`src/rtl/lcd_pkg.sv`:
```
// rtl/lcd_pkg.sv - shared constants, types and helpers for the LCD character sequencer
// Purpose: HD44780 command codes, ASCII control codes, FSM state/phase enums,
//          the op record stored in the op list, and small op-building helpers.
// Ports:   none (package).
package lcd_pkg;

  localparam logic [7:0] FUNC_SET_8BIT = 8'h38;
  localparam logic [7:0] DISP_ON       = 8'h0C;
  localparam logic [7:0] CLEAR         = 8'h01;
  localparam logic [7:0] ENTRY_INC     = 8'h06;
  localparam logic [7:0] DDRAM_L0      = 8'h80;
  localparam logic [7:0] DDRAM_L1      = 8'hC0;

  localparam logic [7:0] BS          = 8'h08;
  localparam logic [7:0] LF          = 8'h0A;
  localparam logic [7:0] SPACE       = 8'h20;
  localparam logic [7:0] PRINT_FIRST = 8'h20;
  localparam logic [7:0] PRINT_LAST  = 8'h7E;
  localparam logic [3:0] LAST_COL    = 4'd15;

  typedef enum logic [1:0] {
    ST_POWERUP,
    ST_INIT,
    ST_IDLE,
    ST_EXEC
  } lcd_state_e;

  // PH_START is the wait for the tick that opens SETUP; PH_CLR is the
  // extra settle time that only follows a clear-display write.
  typedef enum logic [2:0] {
    PH_START,
    PH_SETUP,
    PH_E_HI,
    PH_E_LO,
    PH_CLR
  } lcd_phase_e;

  typedef struct packed {
    logic       rs;
    logic [7:0] data;
    logic       long_wait;
  } lcd_op_t;

  function automatic lcd_op_t cmd_op(input logic [7:0] code);
    lcd_op_t op;
    op.rs        = 1'b0;
    op.data      = code;
    op.long_wait = (code == CLEAR);
    return op;
  endfunction

  function automatic lcd_op_t data_op(input logic [7:0] chr);
    lcd_op_t op;
    op.rs        = 1'b1;
    op.data      = chr;
    op.long_wait = 1'b0;
    return op;
  endfunction

  // Set-DDRAM-address command: line 1 starts at address 0x40.
  function automatic logic [7:0] ddram_addr(input logic row, input logic [3:0] col);
    return {1'b1, row, 2'b00, col};
  endfunction

  function automatic lcd_op_t init_op(input logic [1:0] idx);
    lcd_op_t op;
    case (idx)
      2'd0:    op = cmd_op(FUNC_SET_8BIT);
      2'd1:    op = cmd_op(DISP_ON);
      2'd2:    op = cmd_op(CLEAR);
      default: op = cmd_op(ENTRY_INC);
    endcase
    return op;
  endfunction

endpackage

```
`src/rtl/lcd_char_sequencer_if.sv`:
```
// rtl/lcd_char_sequencer_if.sv - byte handshake between the keyboard decoder and the sequencer
// Purpose: groups the valid/ready byte channel.
// Ports:   in_data (8) byte, in_valid byte valid, in_ready sink can accept.
//          master = byte source (decoder), slave = sequencer.
interface lcd_char_sequencer_if;
  logic [7:0] in_data;
  logic       in_valid;
  logic       in_ready;

  modport master (output in_data, output in_valid, input in_ready);
  modport slave  (input in_data, input in_valid, output in_ready);
endinterface

```
`src/rtl/lcd_tick_gen.sv`:
```
// rtl/lcd_tick_gen.sv - free-running tick strobe used to pace LCD bus phases
// Purpose: counts 0..TICK_DIV-1 and emits a one-clk tick on the wrap cycle.
// Ports:   clk, reset_n (async active-low), tick (one-clk strobe).
module lcd_tick_gen #(
  parameter int TICK_DIV = 4096
) (
  input  logic clk,
  input  logic reset_n,
  output logic tick
);

  localparam int            CW       = (TICK_DIV > 1) ? $clog2(TICK_DIV) : 1;
  localparam logic [CW-1:0] CNT_LAST = CW'(TICK_DIV - 1);

  logic [CW-1:0] cnt_q, cnt_d;

  always_comb begin
    cnt_d = (cnt_q == CNT_LAST) ? '0 : cnt_q + CW'(1);
  end

  always_ff @(posedge clk or negedge reset_n) begin
    if (!reset_n) cnt_q <= '0;
    else          cnt_q <= cnt_d;
  end

  assign tick = (cnt_q == CNT_LAST);

endmodule

```
`src/rtl/lcd_char_sequencer.sv`:
```
// rtl/lcd_char_sequencer.sv - HD44780 16x2 init, byte-to-op expansion and E-strobe pacing
// Purpose: runs the power-on init, then turns accepted bytes into 0-3 LCD
//          write ops (char, newline, backspace, wrap) and tracks the cursor.
// Ports:   clk, reset_n (async active-low); in_if (slave) byte handshake;
//          lcd_data/lcd_rs/lcd_rw/lcd_e LCD pins; busy = !in_ready;
//          cursor_row/cursor_col current cursor.
module lcd_char_sequencer
  import lcd_pkg::*;
#(
  parameter int TICK_DIV      = 4096,
  parameter int POWERUP_TICKS = 256,
  parameter int CLEAR_TICKS   = 24
) (
  input  logic                 clk,
  input  logic                 reset_n,
  lcd_char_sequencer_if.slave  in_if,
  output logic [7:0]           lcd_data,
  output logic                 lcd_rs,
  output logic                 lcd_rw,
  output logic                 lcd_e,
  output logic                 busy,
  output logic                 cursor_row,
  output logic [3:0]           cursor_col
);

  localparam int            PW      = (POWERUP_TICKS > 1) ? $clog2(POWERUP_TICKS) : 1;
  localparam logic [PW-1:0] PU_LAST = PW'(POWERUP_TICKS - 1);
  localparam int            XW      = (CLEAR_TICKS > 1) ? $clog2(CLEAR_TICKS) : 1;
  localparam logic [XW-1:0] XW_LAST = XW'(CLEAR_TICKS - 1);

  logic tick;

  lcd_tick_gen #(.TICK_DIV(TICK_DIV)) u_tick_gen (
    .clk     (clk),
    .reset_n (reset_n),
    .tick    (tick)
  );

  lcd_state_e    state_q, state_d;
  lcd_phase_e    phase_q, phase_d;
  lcd_op_t       op_list_q [3];
  lcd_op_t       op_list_d [3];
  logic [1:0]    op_len_q, op_len_d;
  logic [1:0]    op_idx_q, op_idx_d;
  logic [1:0]    init_idx_q, init_idx_d;
  logic [PW-1:0] pu_cnt_q, pu_cnt_d;
  logic [XW-1:0] clr_cnt_q, clr_cnt_d;
  logic [7:0]    lcd_data_q, lcd_data_d;
  logic          lcd_rs_q, lcd_rs_d;
  logic          lcd_e_q, lcd_e_d;
  logic          in_ready_q, in_ready_d;
  logic          row_q, row_d;
  logic [3:0]    col_q, col_d;
  logic          nxt_row_q, nxt_row_d;
  logic [3:0]    nxt_col_q, nxt_col_d;

  // Decode of the byte currently on in_data into an op list and target cursor.
  lcd_op_t       dec_ops [3];
  logic [1:0]    dec_len;
  logic          dec_row;
  logic [3:0]    dec_col;
  logic          bs_row;
  logic [3:0]    bs_col;
  logic [7:0]    bs_addr;

  always_comb begin
    dec_ops[0] = cmd_op(8'h00);
    dec_ops[1] = cmd_op(8'h00);
    dec_ops[2] = cmd_op(8'h00);
    dec_len    = 2'd0;
    dec_row    = row_q;
    dec_col    = col_q;
    // Column 0 of line 1 backs up to the end of line 0; 4-bit col wraps to 15.
    bs_row     = (col_q == 4'd0) ? 1'b0 : row_q;
    bs_col     = col_q - 4'd1;
    bs_addr    = ddram_addr(bs_row, bs_col);

    if (in_if.in_data >= PRINT_FIRST && in_if.in_data <= PRINT_LAST) begin
      dec_ops[0] = data_op(in_if.in_data);
      if (col_q == LAST_COL) begin
        dec_len = 2'd2;
        dec_col = 4'd0;
        if (!row_q) begin
          dec_ops[1] = cmd_op(DDRAM_L1);
          dec_row    = 1'b1;
        end else begin
          dec_ops[1] = cmd_op(CLEAR);
          dec_row    = 1'b0;
        end
      end else begin
        dec_len = 2'd1;
        dec_col = col_q + 4'd1;
      end
    end else if (in_if.in_data == LF) begin
      dec_len = 2'd1;
      dec_col = 4'd0;
      if (!row_q) begin
        dec_ops[0] = cmd_op(DDRAM_L1);
        dec_row    = 1'b1;
      end else begin
        dec_ops[0] = cmd_op(CLEAR);
        dec_row    = 1'b0;
      end
    end else if (in_if.in_data == BS) begin
      if (row_q || col_q != 4'd0) begin
        // Move back, blank the cell (which advances the cursor), move back again.
        dec_len    = 2'd3;
        dec_ops[0] = cmd_op(bs_addr);
        dec_ops[1] = data_op(SPACE);
        dec_ops[2] = cmd_op(bs_addr);
        dec_row    = bs_row;
        dec_col    = bs_col;
      end
    end
  end

  lcd_op_t    cur_op;
  lcd_op_t    load_val;
  logic       load_op;
  logic       op_done;
  logic [1:0] op_idx_nxt;

  assign cur_op     = (state_q == ST_INIT) ? init_op(init_idx_q) : op_list_q[op_idx_q];
  assign op_idx_nxt = (op_idx_q == 2'd2) ? 2'd2 : op_idx_q + 2'd1;

  always_comb begin
    state_d    = state_q;
    phase_d    = phase_q;
    op_list_d  = op_list_q;
    op_len_d   = op_len_q;
    op_idx_d   = op_idx_q;
    init_idx_d = init_idx_q;
    pu_cnt_d   = pu_cnt_q;
    clr_cnt_d  = clr_cnt_q;
    lcd_data_d = lcd_data_q;
    lcd_rs_d   = lcd_rs_q;
    lcd_e_d    = lcd_e_q;
    in_ready_d = in_ready_q;
    row_d      = row_q;
    col_d      = col_q;
    nxt_row_d  = nxt_row_q;
    nxt_col_d  = nxt_col_q;
    load_op    = 1'b0;
    load_val   = cur_op;
    op_done    = 1'b0;

    case (state_q)
      ST_POWERUP: begin
        if (tick) begin
          if (pu_cnt_q == PU_LAST) begin
            state_d    = ST_INIT;
            init_idx_d = 2'd0;
            load_op    = 1'b1;
            load_val   = init_op(2'd0);
          end else begin
            pu_cnt_d = pu_cnt_q + PW'(1);
          end
        end
      end
      ST_IDLE: begin
        if (in_if.in_valid && in_ready_q) begin
          state_d    = ST_EXEC;
          phase_d    = PH_START;
          in_ready_d = 1'b0;
          op_list_d  = dec_ops;
          op_len_d   = dec_len;
          op_idx_d   = 2'd0;
          nxt_row_d  = dec_row;
          nxt_col_d  = dec_col;
        end
      end
      ST_EXEC: begin
        // Empty list: release the handshake on the very next edge, no tick wait.
        if (op_len_q == 2'd0) begin
          state_d    = ST_IDLE;
          in_ready_d = 1'b1;
        end
      end
      default: ;
    endcase

    if (tick && (state_q == ST_INIT || (state_q == ST_EXEC && op_len_q != 2'd0))) begin
      case (phase_q)
        PH_START: begin
          load_op  = 1'b1;
          load_val = cur_op;
        end
        PH_SETUP: begin
          lcd_e_d = 1'b1;
          phase_d = PH_E_HI;
        end
        PH_E_HI: begin
          lcd_e_d = 1'b0;
          phase_d = PH_E_LO;
        end
        PH_E_LO: begin
          if (cur_op.long_wait) begin
            phase_d   = PH_CLR;
            clr_cnt_d = '0;
          end else begin
            op_done = 1'b1;
          end
        end
        PH_CLR: begin
          if (clr_cnt_q == XW_LAST) op_done = 1'b1;
          else                      clr_cnt_d = clr_cnt_q + XW'(1);
        end
        default: phase_d = PH_START;
      endcase
    end

    // Chain straight into the next op's SETUP on the tick that ends this one.
    if (op_done) begin
      if (state_q == ST_INIT) begin
        if (init_idx_q == 2'd3) begin
          state_d    = ST_IDLE;
          phase_d    = PH_START;
          in_ready_d = 1'b1;
        end else begin
          init_idx_d = init_idx_q + 2'd1;
          load_op    = 1'b1;
          load_val   = init_op(init_idx_q + 2'd1);
        end
      end else begin
        if (op_idx_q == op_len_q - 2'd1) begin
          state_d    = ST_IDLE;
          phase_d    = PH_START;
          in_ready_d = 1'b1;
          row_d      = nxt_row_q;
          col_d      = nxt_col_q;
        end else begin
          op_idx_d = op_idx_nxt;
          load_op  = 1'b1;
          load_val = op_list_q[op_idx_nxt];
        end
      end
    end

    if (load_op) begin
      lcd_rs_d   = load_val.rs;
      lcd_data_d = load_val.data;
      lcd_e_d    = 1'b0;
      phase_d    = PH_SETUP;
    end
  end

  always_ff @(posedge clk or negedge reset_n) begin
    if (!reset_n) begin
      state_q    <= ST_POWERUP;
      phase_q    <= PH_START;
      for (int i = 0; i < 3; i++) op_list_q[i] <= '0;
      op_len_q   <= 2'd0;
      op_idx_q   <= 2'd0;
      init_idx_q <= 2'd0;
      pu_cnt_q   <= '0;
      clr_cnt_q  <= '0;
      lcd_data_q <= 8'h00;
      lcd_rs_q   <= 1'b0;
      lcd_e_q    <= 1'b0;
      in_ready_q <= 1'b0;
      row_q      <= 1'b0;
      col_q      <= 4'd0;
      nxt_row_q  <= 1'b0;
      nxt_col_q  <= 4'd0;
    end else begin
      state_q    <= state_d;
      phase_q    <= phase_d;
      for (int i = 0; i < 3; i++) op_list_q[i] <= op_list_d[i];
      op_len_q   <= op_len_d;
      op_idx_q   <= op_idx_d;
      init_idx_q <= init_idx_d;
      pu_cnt_q   <= pu_cnt_d;
      clr_cnt_q  <= clr_cnt_d;
      lcd_data_q <= lcd_data_d;
      lcd_rs_q   <= lcd_rs_d;
      lcd_e_q    <= lcd_e_d;
      in_ready_q <= in_ready_d;
      row_q      <= row_d;
      col_q      <= col_d;
      nxt_row_q  <= nxt_row_d;
      nxt_col_q  <= nxt_col_d;
    end
  end

  assign in_if.in_ready = in_ready_q;
  assign busy           = ~in_ready_q;
  assign lcd_data       = lcd_data_q;
  assign lcd_rs         = lcd_rs_q;
  assign lcd_rw         = 1'b0;
  assign lcd_e          = lcd_e_q;
  assign cursor_row     = row_q;
  assign cursor_col     = col_q;

endmodule

```
`src/flat_wrapper.sv`:
```
// flat-port wrapper written by rule: the top's interface ports become plain ports
module lcd_char_sequencer_flat import lcd_pkg::*;
#(
  parameter int TICK_DIV      = 4096,
  parameter int POWERUP_TICKS = 256,
  parameter int CLEAR_TICKS   = 24
)
  (clk, reset_n, lcd_data, lcd_rs, lcd_rw, lcd_e, busy, cursor_row, cursor_col, in_if_in_data, in_if_in_valid, in_if_in_ready);
  lcd_char_sequencer_if in_if_i ();
  input  logic clk;
  input  logic reset_n;
  output logic [7:0] lcd_data;
  output logic lcd_rs;
  output logic lcd_rw;
  output logic lcd_e;
  output logic busy;
  output logic cursor_row;
  output logic [3:0] cursor_col;
  input wire logic [$bits(in_if_i.in_data)-1:0] in_if_in_data;
  input wire logic [$bits(in_if_i.in_valid)-1:0] in_if_in_valid;
  output wire logic [$bits(in_if_i.in_ready)-1:0] in_if_in_ready;
  assign in_if_i.in_data = in_if_in_data;
  assign in_if_i.in_valid = in_if_in_valid;
  assign in_if_in_ready = in_if_i.in_ready;
  lcd_char_sequencer #(.TICK_DIV(TICK_DIV), .POWERUP_TICKS(POWERUP_TICKS), .CLEAR_TICKS(CLEAR_TICKS)) u_core (.clk(clk), .reset_n(reset_n), .in_if(in_if_i), .lcd_data(lcd_data), .lcd_rs(lcd_rs), .lcd_rw(lcd_rw), .lcd_e(lcd_e), .busy(busy), .cursor_row(cursor_row), .cursor_col(cursor_col));
endmodule
```
`config.mk`:
```
export PLATFORM = sky130hd
export DESIGN_NAME = lcd_char_sequencer_flat
export DESIGN_NICKNAME = d
export VERILOG_FILES = /design/src/rtl/lcd_pkg.sv /design/src/rtl/lcd_char_sequencer_if.sv /design/src/rtl/lcd_tick_gen.sv /design/src/rtl/lcd_char_sequencer.sv /design/src/flat_wrapper.sv
export SDC_FILE = /design/constraint.sdc
export NUM_CORES = 1
export LEC_CHECK = 0
export BUFFER_PORTS_ARGS = -buffer_cell sky130_fd_sc_hd__buf_2
export CAP_MARGIN = 20
export CORE_ASPECT_RATIO = 1.1
export CORE_MARGIN = 4
export CORE_UTILIZATION = 63
export CTS_BUF_LIST = sky130_fd_sc_hd__clkbuf_4
export DETAILED_ROUTE_END_ITERATION = 12
export PLACE_DENSITY = 0.82
export SYNTH_ARGS = -nofsm -noshare
export SYNTH_HDL_FRONTEND = slang
export SYNTH_HIERARCHICAL = 1
export SYNTH_SLANG_ARGS = --single-unit
```
`constraint.sdc`:
```
create_clock -name clk -period 3.7 [get_ports clk]
set_input_delay 0.925 -clock clk [delete_from_list [all_inputs] [get_ports clk]]
set_output_delay 0.925 -clock clk [all_outputs]
set_load 0.05 [all_outputs]
```
## Word level (Yosys, flattened, before mapping)

Cells that the tools add are included.

- Bitwise operators: 5
- Equality and inequality tests: 22
- $add $sub $neg: 8
- Muxes and demuxes: 101
- Reduce and logical (&&, ||, !) cells: 23
- Order comparisons: 4

Operator list:

| operator | number |
|---|---|
| $mux W10 | 17 |
| $mux W2 | 25 |
| $pmux W7 S3 | 2 |
| $bmux W10 S2 | 2 |
| $mux W20 | 2 |
| $mux W30 | 1 |
| $mux W29 | 1 |
| $mux W1 | 27 |
| $mux W3 | 9 |
| $mux W4 | 5 |
| $eq A8 B4 Y1 const B | 2 |
| $add A12 B1 Y12 const B | 1 |
| $eq A12 B12 Y1 const B | 1 |
| $eq A2 B2 Y1 const B | 6 |
| $mux W12 | 1 |
| $pmux W3 S4 | 1 |
| $mux W5 | 2 |
| $pmux W5 S2 | 1 |
| $mux W9 | 1 |
| $add A8 B1 Y8 const B | 1 |
| $eq A8 B8 Y1 const B | 1 |
| $ge A8 B6 Y1 const B | 1 |
| $le A8 B7 Y1 const B | 1 |
| $logic_not A2 Y1 | 4 |
| other kinds (30) | 48 |

- Output and inout port bits: 18
- Bits in registers: 87
- Logic and storage cells: 188
- Input bits: 11

## Depth between registers and ports, before layout

- Depth after elaboration: 13
- Depth in mapped cells: 11
- Depth with buffers taken out: 9

## Modules after synthesis

Netlist, hierarchy kept.

Modules (own cells, without submodules):

| module | sequential area each (um^2) | area each (um^2) | cells each | times used |
|---|---|---|---|---|
| lcd_char_sequencer | 1,576.5 | 3,781.1 | 421 | 1 |
| lcd_tick_gen | 300.3 | 584.3 | 51 | 1 |

## Least setup slack after synthesis

Ideal clock, no wire load.

- Path kind: flip-flop to flip-flop
- Start: register u_core.u_tick_gen.cnt_q[0]
- End: register u_core.lcd_rs_q (netlist: u_core/lcd_rs)
- Setup time: 82 ps
- Data required time: 3,618 ps
- Setup slack: 953 ps
- Buffers on the path: 2
- Data arrival time: 2,665 ps
- Cell stages (with the launch flop): 12
- Period minus slack after synthesis: 2,747 ps
- Cell sequence: dfrtp_1 ha_1 nand3_4 nor4_4 or3b_1 or3_1 clkbuf_2 and2_1 o31ai_2 buf_4 nor2_1 a31oi_1

- Longest elaborated chain between the ends: 8
- Elaborated cells on any way between the ends: 19
- Those cells by class: eq/ne (1); mux (17); reduce/logical (1)

RTL lines:

| what | line | text |
|---|---|---|
| start: declaration | lcd_tick_gen.sv:15 | `logic [CW-1:0] cnt_q, cnt_d;` |
| start signal: assignment | lcd_tick_gen.sv:23 | `else cnt_q <= cnt_d;` |
| $eq A12 B12 Y1 * | lcd_tick_gen.sv:26 | `assign tick = (cnt_q == CNT_LAST);` |
| net u_core.tick | lcd_char_sequencer.sv:31 | `logic tick;` |
| $mux W10 / $mux W1 (equally long branches) | lcd_char_sequencer.sv:149 | `if (tick) begin` |
| $mux W10 / $mux W1 (equally long branches) | lcd_char_sequencer.sv:147 | `case (state_q)` |
| $mux W10 / $mux W1 (equally long branches) | lcd_char_sequencer.sv:183 | `case (phase_q)` |
| $mux W10 / $mux W1 (equally long branches) | lcd_char_sequencer.sv:182 | `if (tick && (state_q == ST_INIT \|\| (state_q == ST_EXEC && op_len_q != 2'd0))) begin` |
| $mux W10 (tied with other cells) | lcd_char_sequencer.sv:225 | `if (op_idx_q == op_len_q - 2'd1) begin` |
| $mux W10 / $mux W1 (equally long branches) | lcd_char_sequencer.sv:214 | `if (state_q == ST_INIT) begin` |
| $mux W10 / $mux W1 (equally long branches) | lcd_char_sequencer.sv:213 | `if (op_done) begin` |
| end signal: assignment | lcd_char_sequencer.sv:275 | `lcd_rs_q <= lcd_rs_d;` |
| end: declaration | lcd_char_sequencer.sv:49 | `logic lcd_rs_q, lcd_rs_d;` |

Mark *: on every way through the listed nets, which the timed path passes. The rest lies on a longest branch.
A chain may end at the register's enable or synchronous reset.

## Worst setup path after layout

- Start: register u_core.u_tick_gen.cnt_q[0]
- End: register u_core.lcd_data_q[6] (netlist: u_core/lcd_data[6])

- Longest elaborated chain between the ends: 8
- Elaborated cells on any way between the ends: 19
- Those cells by class: eq/ne (1); mux (17); reduce/logical (1)

RTL lines:

| what | line | text |
|---|---|---|
| $eq A12 B12 Y1 * | lcd_tick_gen.sv:26 |  |
| net u_core.tick | lcd_char_sequencer.sv:31 |  |
| $mux W10 / $mux W1 (equally long branches) | lcd_char_sequencer.sv:149 |  |
| $mux W10 / $mux W1 (equally long branches) | lcd_char_sequencer.sv:147 |  |
| $mux W10 / $mux W1 (equally long branches) | lcd_char_sequencer.sv:183 |  |
| $mux W10 / $mux W1 (equally long branches) | lcd_char_sequencer.sv:182 |  |
| $mux W10 (tied with other cells) | lcd_char_sequencer.sv:225 |  |
| $mux W10 / $mux W1 (equally long branches) | lcd_char_sequencer.sv:214 |  |
| $mux W10 / $mux W1 (equally long branches) | lcd_char_sequencer.sv:213 |  |
| end signal: assignment | lcd_char_sequencer.sv:274 | `lcd_data_q <= lcd_data_d;` |
| end: declaration | lcd_char_sequencer.sv:48 | `logic [7:0] lcd_data_q, lcd_data_d;` |

Marked as above.

==> impl_metrics.csv <==
group,metric,value,unit
synthesis,synth_seq_cells,75,
cells_and_area,layout_common_cells,"dfrtp_1, nand2_1, o21ai_0, nor2_1, a21oi_1",
cells_and_area,layout_commonest_cell,"dfrtp_1",
sta,totalNegativeSetupSlack,0,ns
synthesis,synth_top_family_by_area,"simple AND/OR/NAND/NOR gates",
sta,timing.hold.ws,0.4799,ns
clock_tree,htree_levels,3,
synthesis,synthSimpleGateAreaFrac,0.2270,
cells_and_area,n_fill_cell,533,
critical_path,startpoint_type,"register",
floorplan,die_area,8327,um^2
grt,grt_pass1_vias,3404,
clock_tree,root_buffer,"clkbuf_4",
clock_tree,cts_tree,"done",
grt,grt_max_degree,76,
pwr,p_clk_frac,0.357,
critical_path,required,3.99,ns
floorplan,initial_core_util,0.6544,
routing,wl,9312,um
routing,drtPass1Iterations,5,
place,pre_cts_slack,0.6777,ns
synthesis,synth_compound_area_frac,0.1728,
routing,route.detailed.drc,0,
critical_path,crit_type,"register to register",
sta,finalClockSkew,0.01807,ns
synthesis,synth_edf_count,0,
floorplan,die_w,87.37,um
sta,post-route-min-period,3.050,ns
critical_path,crit_fanout,8,
sta,clock.fmax,327.9,MHz
synthesis,synthMuxAreaShare,0.04700,
floorplan,fp.dieH,95.31,um
sta,tightest_slew,0.9019,ns
clock_tree,numCtsBuffers,9,
cells_and_area,diodes,0,
pwr,p_per_area,285.2,nW/um^2
cells_and_area,areaGrowthSynthToFinish,7.022,%
place,gp_congestion,0.9197,
pwr,p_int,1.036,mW
min_path,hp-class,"register to register",
grt,overflow,0,
sta,drv_slew,0,
pwr,leakagePower,2.102,nW
synthesis,async_reset_ff_frac,1.000,
routing,vias_per_cell,6.155,
routing,num_vias,3564,
routing,wire_per_inst,16.08,um
place,dpl.hpwl,6721,um
floorplan,rows,31,
grt,grt_pass1_wl,16100,um
clock_tree,cts_setup_buffers,0,
synthesis,synth_cell_types,68,
synthesis,syn_nets,498,
clock_tree,hold_buffers,0,
pwr,peakVddDrop,0.0002746,V
sta,period_share,0.8243,
synthesis,yosys_warnings,6,
synthesis,avgSynthCellArea,9.249,um^2
pwr,power_switching,0.2968,mW
clock_tree,clock_path_buffers,2,
sta,setup_ws,0.6500,ns
grt,grt_util_all_layers,0.2447,
critical_path,crit_arrival,3.34,ns
pwr,sw_frac_of_total,0.2227,
cells_and_area,layout-drive-gt1-share,0.1368,
synthesis,synth_flop_cell,"dfrtp_1",
clock_tree,clk_latency,0.41,ns
sta,slew_headroom,0.3987,
flow_run,drv_cap,0,
sta,setup_viol,0,
cells_and_area,fin_nets,519,
critical_path,endpoint_kind,"register",
clock_tree,cts_resized,0,
floorplan,fp.coreArea,6671,um^2
routing,drt-initial-drc-count,325,
floorplan,boundaryPins,29,
clock_tree,numClockSinks,75,
synthesis,synth_xor_area_frac,0.04213,
pwr,pwr-share-seq,0.615,
synthesis,postSynthCellCount,472,
place,io_buffers,27,
grt,antenna_found_initial,0,
synthesis,synth_fa_ha_area_frac,0.04299,
synthesis,synth_sequential_area_ratio,0.4299,
status,status,"finished clean",
sta,grt_setup_unrepaired,"no",
routing,ant_nets,0,
pwr,combinationalPowerShare,0.028,
synthesis,syn_area,4365,um^2
sta,hold_viol,0,
clock_tree,cts.clk_slew.worst_paths,0.12,ns
-- Yosys cell counts, drive strengths merged, types with 4 or more instances --
library cell  instances  share of area
dfrtp                75           0.43
nor2b                 5         0.0072
nor3b                 4         0.0069
or3                   8          0.013
a21oi                27          0.031
xor2                 11          0.022
xnor2                10          0.020
nand4                 8          0.015
ha                   15          0.043
buf                   7          0.011
inv                  14          0.012
clkbuf               15          0.013
and3                  4         0.0057
mux2i                16          0.037
o21ai                44          0.052
mux2                  4          0.010
nand3                23          0.030
o31ai                11          0.020
a31oi                 5         0.0072
nor4                  5          0.014
nand2                58          0.050
nor2                 34          0.029
nor3                 18          0.026
-- worst paths after layout --
kind	end	slack, ns	start	cells past startpoint
min	u_core/pu_cnt_q[6]$_DFFE_PN0P_	0.48	u_core/pu_cnt_q[6]$_DFFE_PN0P_	1
max reg2reg	u_core/lcd_data[6]$_DFFE_PN0P_	0.65	u_core/u_tick_gen/cnt_q[0]$_DFF_PN0_	8
min reg2reg	u_core/pu_cnt_q[6]$_DFFE_PN0P_	0.48	u_core/pu_cnt_q[6]$_DFFE_PN0P_	1
min in group asynchronous	u_core/pu_cnt_q[3]$_DFFE_PN0P_	0.62	reset_n	1
max in group asynchronous	u_core/op_list_q[17]$_DFFE_PN0P_	2.48	reset_n	1
max	u_core/lcd_data[6]$_DFFE_PN0P_	0.65	u_core/u_tick_gen/cnt_q[0]$_DFF_PN0_	8
-- worst max-delay path, stage by stage, from the launching register on --
cell     delay (ns)
dfrtp_1        0.45
ha_1           0.29
nand3_4        0.14
nor4_4         0.48
or3b_1         0.43
or3_1          0.52
and2_1         0.21
nor2b_1        0.16
a22o_1         0.25
-- logic make-up after synthesis --
family                   after synthesis
multiplexers                          20
other                                  1
flip-flops                            75
adder cells (fa/ha/maj)               15
AND/OR/NAND/NOR                      184
buffers and inverters                 37
AO/OA/AOI/OAI                        119
XOR/XNOR                              21
-- final cells by class --
cell class              instances  area [um^2]  share of cell area
well taps                      82        102.6             0.02196
repair buffers                 32        175.2             0.03749
multi-input cells             360         2331              0.4989
clock buffers                  10        75.07             0.01607
inverters                      15        56.30             0.01205
clock inverters                 5        55.05             0.01178
flip-flops and latches         75         1877              0.4017
-- power by group through the flow --
stage	Sequential, mW	Clock (mW)	Combinational (mW)
global route	0.820	0.521	0.0433
detailed placement	0.835	0	0.0388
CTS	0.819	0.489	0.0389
global placement	0.835	0	0.0380
floorplan	0.835	0	0.0116
finish	0.819	0.475	0.0380
-- routing by layer --
metal | track usage | part of all wire
met2 | 0.4026 | 0.48
met5 | 0 | 0
met3 | 0.02939 | 0.042
met4 | 0.1074 | 0.026
met1 | 0.3247 | 0.45
-- flip-flops by register name, indices dropped and copies added, names as in the netlist, 3 cells and up --
signal / cells
u_core/cursor_col: 4
u_core/nxt_col_q: 4
u_core/clr_cnt_q: 5
u_core/pu_cnt_q: 8
u_core/u_tick_gen/cnt_q: 12
u_core/lcd_data: 8
u_core/op_list_q: 18
u_core/phase_q: 3
-- through the flow --
stage,cell area [um^2],power [mW],utilization,cells
after floorplan,4365,0.8470,-,472
after global placement,4542,0.8732,0.6808,564
after detailed placement,4542,0.8740,0.6808,564
after CTS,4672,1.347,0.7003,579
after global routing,4672,1.384,0.7003,579
final,4672,1.332,0.7003,579
No activity file was read; power rests on OpenSTA's default activity.
